[config.mk]
export PLATFORM = sky130hd
export DESIGN_NAME = param_cpu
export DESIGN_NICKNAME = d
export VERILOG_FILES = /design/src/rtl/param_cpu.sv
export SDC_FILE = /design/constraint.sdc
export NUM_CORES = 1
export LEC_CHECK = 0
export BUFFER_PORTS_ARGS = -buffer_cell sky130_fd_sc_hd__buf_2
export CORE_UTILIZATION = 28
export CTS_BUF_LIST = sky130_fd_sc_hd__clkbuf_8
export CTS_CLUSTER_SIZE = 16
export DETAILED_ROUTE_END_ITERATION = 12
export GPL_ROUTABILITY_DRIVEN = 0
export GPL_TIMING_DRIVEN = 0
export PLACE_DENSITY_LB_ADDON = 0.15
export SLEW_MARGIN = 10
export SYNTH_ARGS = -nofsm -noshare
export SYNTH_HDL_FRONTEND = slang
export SYNTH_SLANG_ARGS = --single-unit
[constraint.sdc]
create_clock -name clk -period 4.1 [get_ports clk]
set_input_delay 1.025 -clock clk [delete_from_list [all_inputs] [get_ports clk]]
set_output_delay 1.025 -clock clk [all_outputs]
set_load 0.05 [all_outputs]
[src/rtl/param_cpu.sv]
// param_cpu: multi-cycle accumulator-style CPU core.
// A host loads the program memory while the core is idle or halted, pulses
// start, and then watches out_data/out_valid and the debug register port.
// Each instruction takes exactly three cycles: FETCH, DECODE, EXEC.
module param_cpu #(
   parameter int  DATA_W = 8,
   parameter int  NREGS  = 4,
   parameter int  PC_W   = 4,
   localparam int RW     = $clog2(NREGS),
   localparam int IW     = 4 + 2 * RW + DATA_W
) (
   input  logic              clk,
   input  logic              reset,
   input  logic              start,
   input  logic              prog_we,
   input  logic [PC_W-1:0]   prog_addr,
   input  logic [IW-1:0]     prog_data,
   input  logic [RW-1:0]     dbg_sel,
   output logic [DATA_W-1:0] dbg_data,
   output logic [PC_W-1:0]   pc,
   output logic              busy,
   output logic              halted,
   output logic              flag_z,
   output logic              flag_c,
   output logic [DATA_W-1:0] out_data,
   output logic              out_valid
);

   typedef enum logic [2:0] {
      S_IDLE   = 3'd0,
      S_FETCH  = 3'd1,
      S_DECODE = 3'd2,
      S_EXEC   = 3'd3,
      S_HALT   = 3'd4
   } state_t;

   state_t            state_q;
   logic [IW-1:0]     mem_q [2**PC_W];
   logic [IW-1:0]     ir_q;
   logic [DATA_W-1:0] regs_q [NREGS];
   logic [PC_W-1:0]   pc_q;
   logic              flag_z_q;
   logic              flag_c_q;
   logic [DATA_W-1:0] out_data_q;
   logic              out_valid_q;
   logic              busy_q;
   logic              halted_q;

   // Instruction fields of the latched word: {op, rd, rs, imm}
   logic [3:0]        op;
   logic [RW-1:0]     rd_idx;
   logic [RW-1:0]     rs_idx;
   logic [DATA_W-1:0] imm;
   logic [DATA_W-1:0] rd_val;
   logic [DATA_W-1:0] rs_val;
   logic              loadable;

   logic [DATA_W-1:0] alu_res_d;
   logic              alu_c_d;
   logic              reg_wr_d;
   logic              flag_wr_d;
   logic [PC_W-1:0]   pc_next_d;
   logic [PC_W-1:0]   pc_inc;

   assign op       = ir_q[IW-1 -: 4];
   assign rd_idx   = ir_q[IW-5 -: RW];
   assign rs_idx   = ir_q[IW-5-RW -: RW];
   assign imm      = ir_q[DATA_W-1:0];
   assign rd_val   = regs_q[rd_idx];
   assign rs_val   = regs_q[rs_idx];
   assign pc_inc   = pc_q + PC_W'(1);
   // Program loads and start are only honoured when nothing is executing
   assign loadable = (state_q == S_IDLE) || (state_q == S_HALT);

   assign dbg_data  = regs_q[dbg_sel];
   assign pc        = pc_q;
   assign busy      = busy_q;
   assign halted    = halted_q;
   assign flag_z    = flag_z_q;
   assign flag_c    = flag_c_q;
   assign out_data  = out_data_q;
   assign out_valid = out_valid_q;

   // Program memory write port; contents are deliberately not reset
   always_ff @(posedge clk) begin
      if (prog_we && loadable && !reset) begin
         mem_q[prog_addr] <= prog_data;
      end
   end

   // ALU, flag generation and next-pc selection for the instruction in EXEC
   always_comb begin
      alu_res_d = rd_val;
      alu_c_d   = 1'b0;
      reg_wr_d  = 1'b0;
      flag_wr_d = 1'b0;
      pc_next_d = pc_inc;
      case (op)
         4'h1: begin
            alu_res_d = imm;
            reg_wr_d  = 1'b1;
         end
         4'h2: begin
            alu_res_d = rs_val;
            reg_wr_d  = 1'b1;
         end
         4'h3: begin
            {alu_c_d, alu_res_d} = {1'b0, rd_val} + {1'b0, rs_val};
            reg_wr_d  = 1'b1;
            flag_wr_d = 1'b1;
         end
         4'h4: begin
            // The extra top bit of the difference is the unsigned borrow
            {alu_c_d, alu_res_d} = {1'b0, rd_val} - {1'b0, rs_val};
            reg_wr_d  = 1'b1;
            flag_wr_d = 1'b1;
         end
         4'h5: begin
            alu_res_d = rd_val & rs_val;
            reg_wr_d  = 1'b1;
            flag_wr_d = 1'b1;
         end
         4'h6: begin
            alu_res_d = rd_val | rs_val;
            reg_wr_d  = 1'b1;
            flag_wr_d = 1'b1;
         end
         4'h7: begin
            alu_res_d = rd_val ^ rs_val;
            reg_wr_d  = 1'b1;
            flag_wr_d = 1'b1;
         end
         4'h8: begin
            alu_res_d = {rd_val[DATA_W-2:0], 1'b0};
            alu_c_d   = rd_val[DATA_W-1];
            reg_wr_d  = 1'b1;
            flag_wr_d = 1'b1;
         end
         4'h9: begin
            alu_res_d = {1'b0, rd_val[DATA_W-1:1]};
            alu_c_d   = rd_val[0];
            reg_wr_d  = 1'b1;
            flag_wr_d = 1'b1;
         end
         4'hA: begin
            pc_next_d = imm[PC_W-1:0];
         end
         4'hB: begin
            if (flag_z_q) begin
               pc_next_d = imm[PC_W-1:0];
            end else begin
               pc_next_d = pc_inc;
            end
         end
         4'hC: begin
            if (flag_c_q) begin
               pc_next_d = imm[PC_W-1:0];
            end else begin
               pc_next_d = pc_inc;
            end
         end
         default: begin
            // NOP, OUT, HALT and the reserved opcode only advance pc
            pc_next_d = pc_inc;
         end
      endcase
   end

   // Control FSM, register file, flags and output port state
   always_ff @(posedge clk) begin
      if (reset) begin
         state_q     <= S_IDLE;
         ir_q        <= {IW{1'b0}};
         pc_q        <= {PC_W{1'b0}};
         flag_z_q    <= 1'b0;
         flag_c_q    <= 1'b0;
         out_data_q  <= {DATA_W{1'b0}};
         out_valid_q <= 1'b0;
         busy_q      <= 1'b0;
         halted_q    <= 1'b0;
         for (int i = 0; i < NREGS; i++) begin
            regs_q[i] <= {DATA_W{1'b0}};
         end
      end else begin
         out_valid_q <= 1'b0;
         case (state_q)
            S_IDLE, S_HALT: begin
               if (start) begin
                  state_q  <= S_FETCH;
                  pc_q     <= {PC_W{1'b0}};
                  flag_z_q <= 1'b0;
                  flag_c_q <= 1'b0;
                  busy_q   <= 1'b1;
                  halted_q <= 1'b0;
               end
            end
            S_FETCH: begin
               ir_q    <= mem_q[pc_q];
               state_q <= S_DECODE;
            end
            S_DECODE: begin
               state_q <= S_EXEC;
            end
            S_EXEC: begin
               pc_q <= pc_next_d;
               if (reg_wr_d) begin
                  regs_q[rd_idx] <= alu_res_d;
               end
               if (flag_wr_d) begin
                  flag_z_q <= (alu_res_d == {DATA_W{1'b0}});
                  flag_c_q <= alu_c_d;
               end
               if (op == 4'hD) begin
                  out_data_q  <= rs_val;
                  out_valid_q <= 1'b1;
               end
               if (op == 4'hE) begin
                  state_q  <= S_HALT;
                  busy_q   <= 1'b0;
                  halted_q <= 1'b1;
               end else begin
                  state_q <= S_FETCH;
               end
            end
            default: begin
               state_q  <= S_IDLE;
               busy_q   <= 1'b0;
               halted_q <= 1'b0;
            end
         endcase
      end
   end

endmodule

==> impl_metrics.env <==
export IMPL_min_period_over_period_pct=95.87
export IMPL_cap_violations=0
export IMPL_p_comb_share_pct=11.5
export IMPL_antenna_found_initial=3
export IMPL_skew_ps=37.02
export IMPL_wl_per_cell_microns=24.43
export IMPL_holdCritPathClass="register to register"
export IMPL_clkPwrFrac_pct=39.0
export IMPL_coreArea_sq_mm=0.05130
export IMPL_drc=0
export IMPL_synth_distinct_cells=81
export IMPL_hold_viol=0
export IMPL_switchingPower_mw=1.991
export IMPL_synth_flop_cell="edfxtp_1"
export IMPL_start_util_pct=28.31
export IMPL_nets=1065
export IMPL_drtPass1Iterations=5
export IMPL_max_clock_path_buffers=3
export IMPL_cts_tree="done"
export IMPL_cp_required_ps=4680
export IMPL_diodes=0
export IMPL_io_pins=51
export IMPL_status="finished clean"
export IMPL_ant_nets=0
export IMPL_p_leak_nw=5.506
export IMPL_routed_wl_microns=42490
export IMPL_switching_share_pct=26.80
export IMPL_synth_edf_count=288
export IMPL_cts_buffers=56
export IMPL_critPathMaxFanout=10
export IMPL_worst_path_max_delay_cell="dfxtp_1"
export IMPL_clock_sinks=324
export IMPL_async_flop_share_pct=0
export IMPL_netlist_area_sq_mm=0.01452
export IMPL_die_h_microns=229.7
export IMPL_drive_gt1_share_pct=27.57
export IMPL_path_depth=11
export IMPL_port_buffers=47
export IMPL_pwr_share_seq_pct=49.5
export IMPL_cp_arrival_ps=4510
export IMPL_period_needed_ps=3931
export IMPL_clk_latency_ps=640
export IMPL_syn_inst=893
export IMPL_grt_max_degree=17
export IMPL_via_count=8606
export IMPL_die_x_microns=229.7
export IMPL_holdBufCountCts=0
export IMPL_fin_total_pwr_mw=7.427
export IMPL_grt_pass1_vias=8947
export IMPL_synth_seq_cells=324
export IMPL_cpMostUsedCell="inv_1"
export IMPL_relSlewSlack_pct=18.69
export IMPL_crit_buf_inv=3
export IMPL_yosysWarningCount=0
export IMPL_syn_to_final_growth_pct=17.18
export IMPL_htreeDepth=2
export IMPL_fillerInstances=5050
export IMPL_grt_pass1_wl_microns=62520
export IMPL_internal_power_mw=5.436
export IMPL_synth_nets=946
export IMPL_drv_slew=0
export IMPL_fmaxAchievable_mhz=254.4
export IMPL_avgSynthCellArea_sq_um=16.26
export IMPL_critical_path_class="register to register"
export IMPL_worst_pin_slew_ps=1220
export IMPL_synth_largest_area_cell="edfxtp_1"
export IMPL_drt_iter0_drc=619
export IMPL_ys_top_cells_by_area="edfxtp_1 60%, mux4_2 16%, dfxtp_1 5.0%"
export IMPL_hold_path_depth=2
export IMPL_powerDensity_mw_per_mm2=436.4
export IMPL_cts_reportedPaths_clkPinSlew_ps=60
export IMPL_holdWs_ps=486.8
export IMPL_seq_area_frac_synth_pct=64.51
export IMPL_rr_worst_depth=11
export IMPL_peakVddDrop_mv=0.2388
export IMPL_dp_hpwl_microns=28440
export IMPL_setup_viol=0
export IMPL_critPathTopFamily="compound AO/OA/AOI/OAI gates"
export IMPL_cp_end_kind="register"
export IMPL_rsz0062_at_grt="no"
export IMPL_design_die_area_sq_mm=0.05278
export IMPL_start_kind="register"
export IMPL_root_buffer="clkbuf_8"
export IMPL_viasPerCell=4.949
export IMPL_num_rows=83
export IMPL_synth_top_cell_area_share_pct=59.55
export IMPL_grt_overflow_total=0
export IMPL_grtUsageTotal_pct=16.31
export IMPL_cts_setup_buffers=0
export IMPL_max_stage_delay_ps=540
export IMPL_crit_chain="clkbuf_2, mux2i_2, inv_1, ha_1, inv_1, a221oi_1, nand2_1, a221o_1, a211oi_2, and4_1, a31o_1"
[power by group through the flow]
stage / clock (mW) / combinational, mW / sequential [mW]
2_1_floorplan: 0 / 0.555 / 3.73
3_3_place_gp: 0 / 0.848 / 3.74
3_5_place_dp: 0 / 0.859 / 3.74
4_1_cts: 2.99 / 0.860 / 3.68
5_1_grt: 3.12 / 0.928 / 3.68
6_report: 2.89 / 0.857 / 3.68
[placed cells by master (no fill, tap or decap), types with 9 or more instances in the layout]
master	count
o21ai_0	16
clkbuf_8	57
dfxtp_1	36
edfxtp_1	288
ha_1	25
buf_2	63
nor2_1	69
mux4_2	102
mux2i_1	18
nand2_1	61
nor2_4	9
nand2b_1	9
clkinv_2	15
clkbuf_1	32
clkinv_1	18
inv_1	31
a21oi_1	45
[layout make-up]
cell class                      count  area [sq um]  share of cell area [%]
Multi-Input combinational cell    491          4930                   28.97
Clock buffer                       57         784.5                   4.610
Clock inverter                     48         305.3                   1.794
Inverter                           22         82.58                  0.4853
Buffer                             55         245.2                   1.441
Sequential cell                   324          9369                   55.05
Tap cell                          680         850.8                   5.000
Timing Repair Buffer               62         450.4                   2.647
[registers in the layout (all words and copies together) (netlist names)]
register	cells
regs_q	32
flag_c	1
flag_z	1
out_valid	1
busy	1
halted	1
ir_q	16
state_q	3
pc	4
mem_q	256
out_data	8
[synthesized netlist by cell type, drive strengths merged, types with 2 or more instances]
| master | instances |
|---|---|
| a2111oi | 3 |
| a211oi | 8 |
| a21o | 5 |
| a21oi | 45 |
| a221oi | 2 |
| a22o | 3 |
| a22oi | 4 |
| and2 | 4 |
| and3 | 2 |
| and4 | 4 |
| buf | 20 |
| clkbuf | 36 |
| dfxtp | 36 |
| edfxtp | 288 |
| fa | 2 |
| ha | 25 |
| inv | 22 |
| mux2 | 3 |
| mux2i | 19 |
| mux4 | 103 |
| nand2 | 61 |
| nand2b | 9 |
| nand3 | 5 |
| nand3b | 6 |
| nor2 | 81 |
| nor2b | 6 |
| nor3 | 11 |
| nor4 | 4 |
| nor4b | 3 |
| o2111ai | 2 |
| o211ai | 3 |
| o21a | 2 |
| o21ai | 18 |
| o21bai | 2 |
| o221ai | 3 |
| o2bb2ai | 2 |
| o31ai | 3 |
| o32ai | 2 |
| xnor2 | 5 |
| xor2 | 2 |
[worst min-delay path: stages (launching register included)]
cell and delay, ps:
dfxtp_1 310, o21ai_0 70, a21oi_1 60
[layer usage]
metal / wire length [microns] / GRT usage [%] / share of wire [%] / vias to the layer above
li1: - / - / - / 3816
met3: 1744 / 2.666 / 4.1 / 63
met1: 18780 / 21.34 / 44 / 4490
met4: 776 / 4.325 / 1.8 / 6
met2: 21160 / 27.96 / 50 / 231
met5: 31 / 0 / 0.073 / -
[path summary, 6_finish.rpt]
path | to | start | slack (ps)
min reg2reg | busy | busy | 490
min | busy | busy | 490
max | flag_z | ir_q[11] | 170
max reg2reg | flag_z | ir_q[11] | 170
[per-stage QoR]
stage | worst slack, ps | instances | util (%) | instance area [sq um] | setup TNS, ps
after detailed placement | -301.4 | 1635 | 31.03 | 15920 | -1525
after global routing | 0.3504 | 1739 | 33.17 | 17020 | 0
final | 169.2 | 1739 | 33.17 | 17020 | 0
after floorplan | 721.1 | 893 | - | 14520 | 0
after CTS | 42.74 | 1739 | 33.16 | 17010 | 0
after global placement | -1747 | 1620 | 30.43 | 15610 | -182250
[kinds of logic (layout without fill, tap and decap cells)]
| kind of cell | Yosys count | count (layout) | share of synthesized area [%] |
|---|---|---|---|
| and+or+nand+nor | 205 | 205 | 6.763 |
| AOI/OAI and AO/OA | 127 | 127 | 6.074 |
| DFF | 324 | 324 | 64.51 |
| adders and majority gates | 27 | 27 | 2.430 |
| buffers and inverters | 78 | 244 | 2.257 |
| xor gates and xnor gates | 7 | 7 | 0.4222 |
| muxes | 125 | 125 | 17.54 |
[repair_timing]
| action | CTS | global route |
|---|---|---|
| endpoints found under the setup margin | 13 | 6 |
| resized for setup | 2 | 1 |
| pin swaps | 0 | 0 |
(Power assumes the default switching activity.)
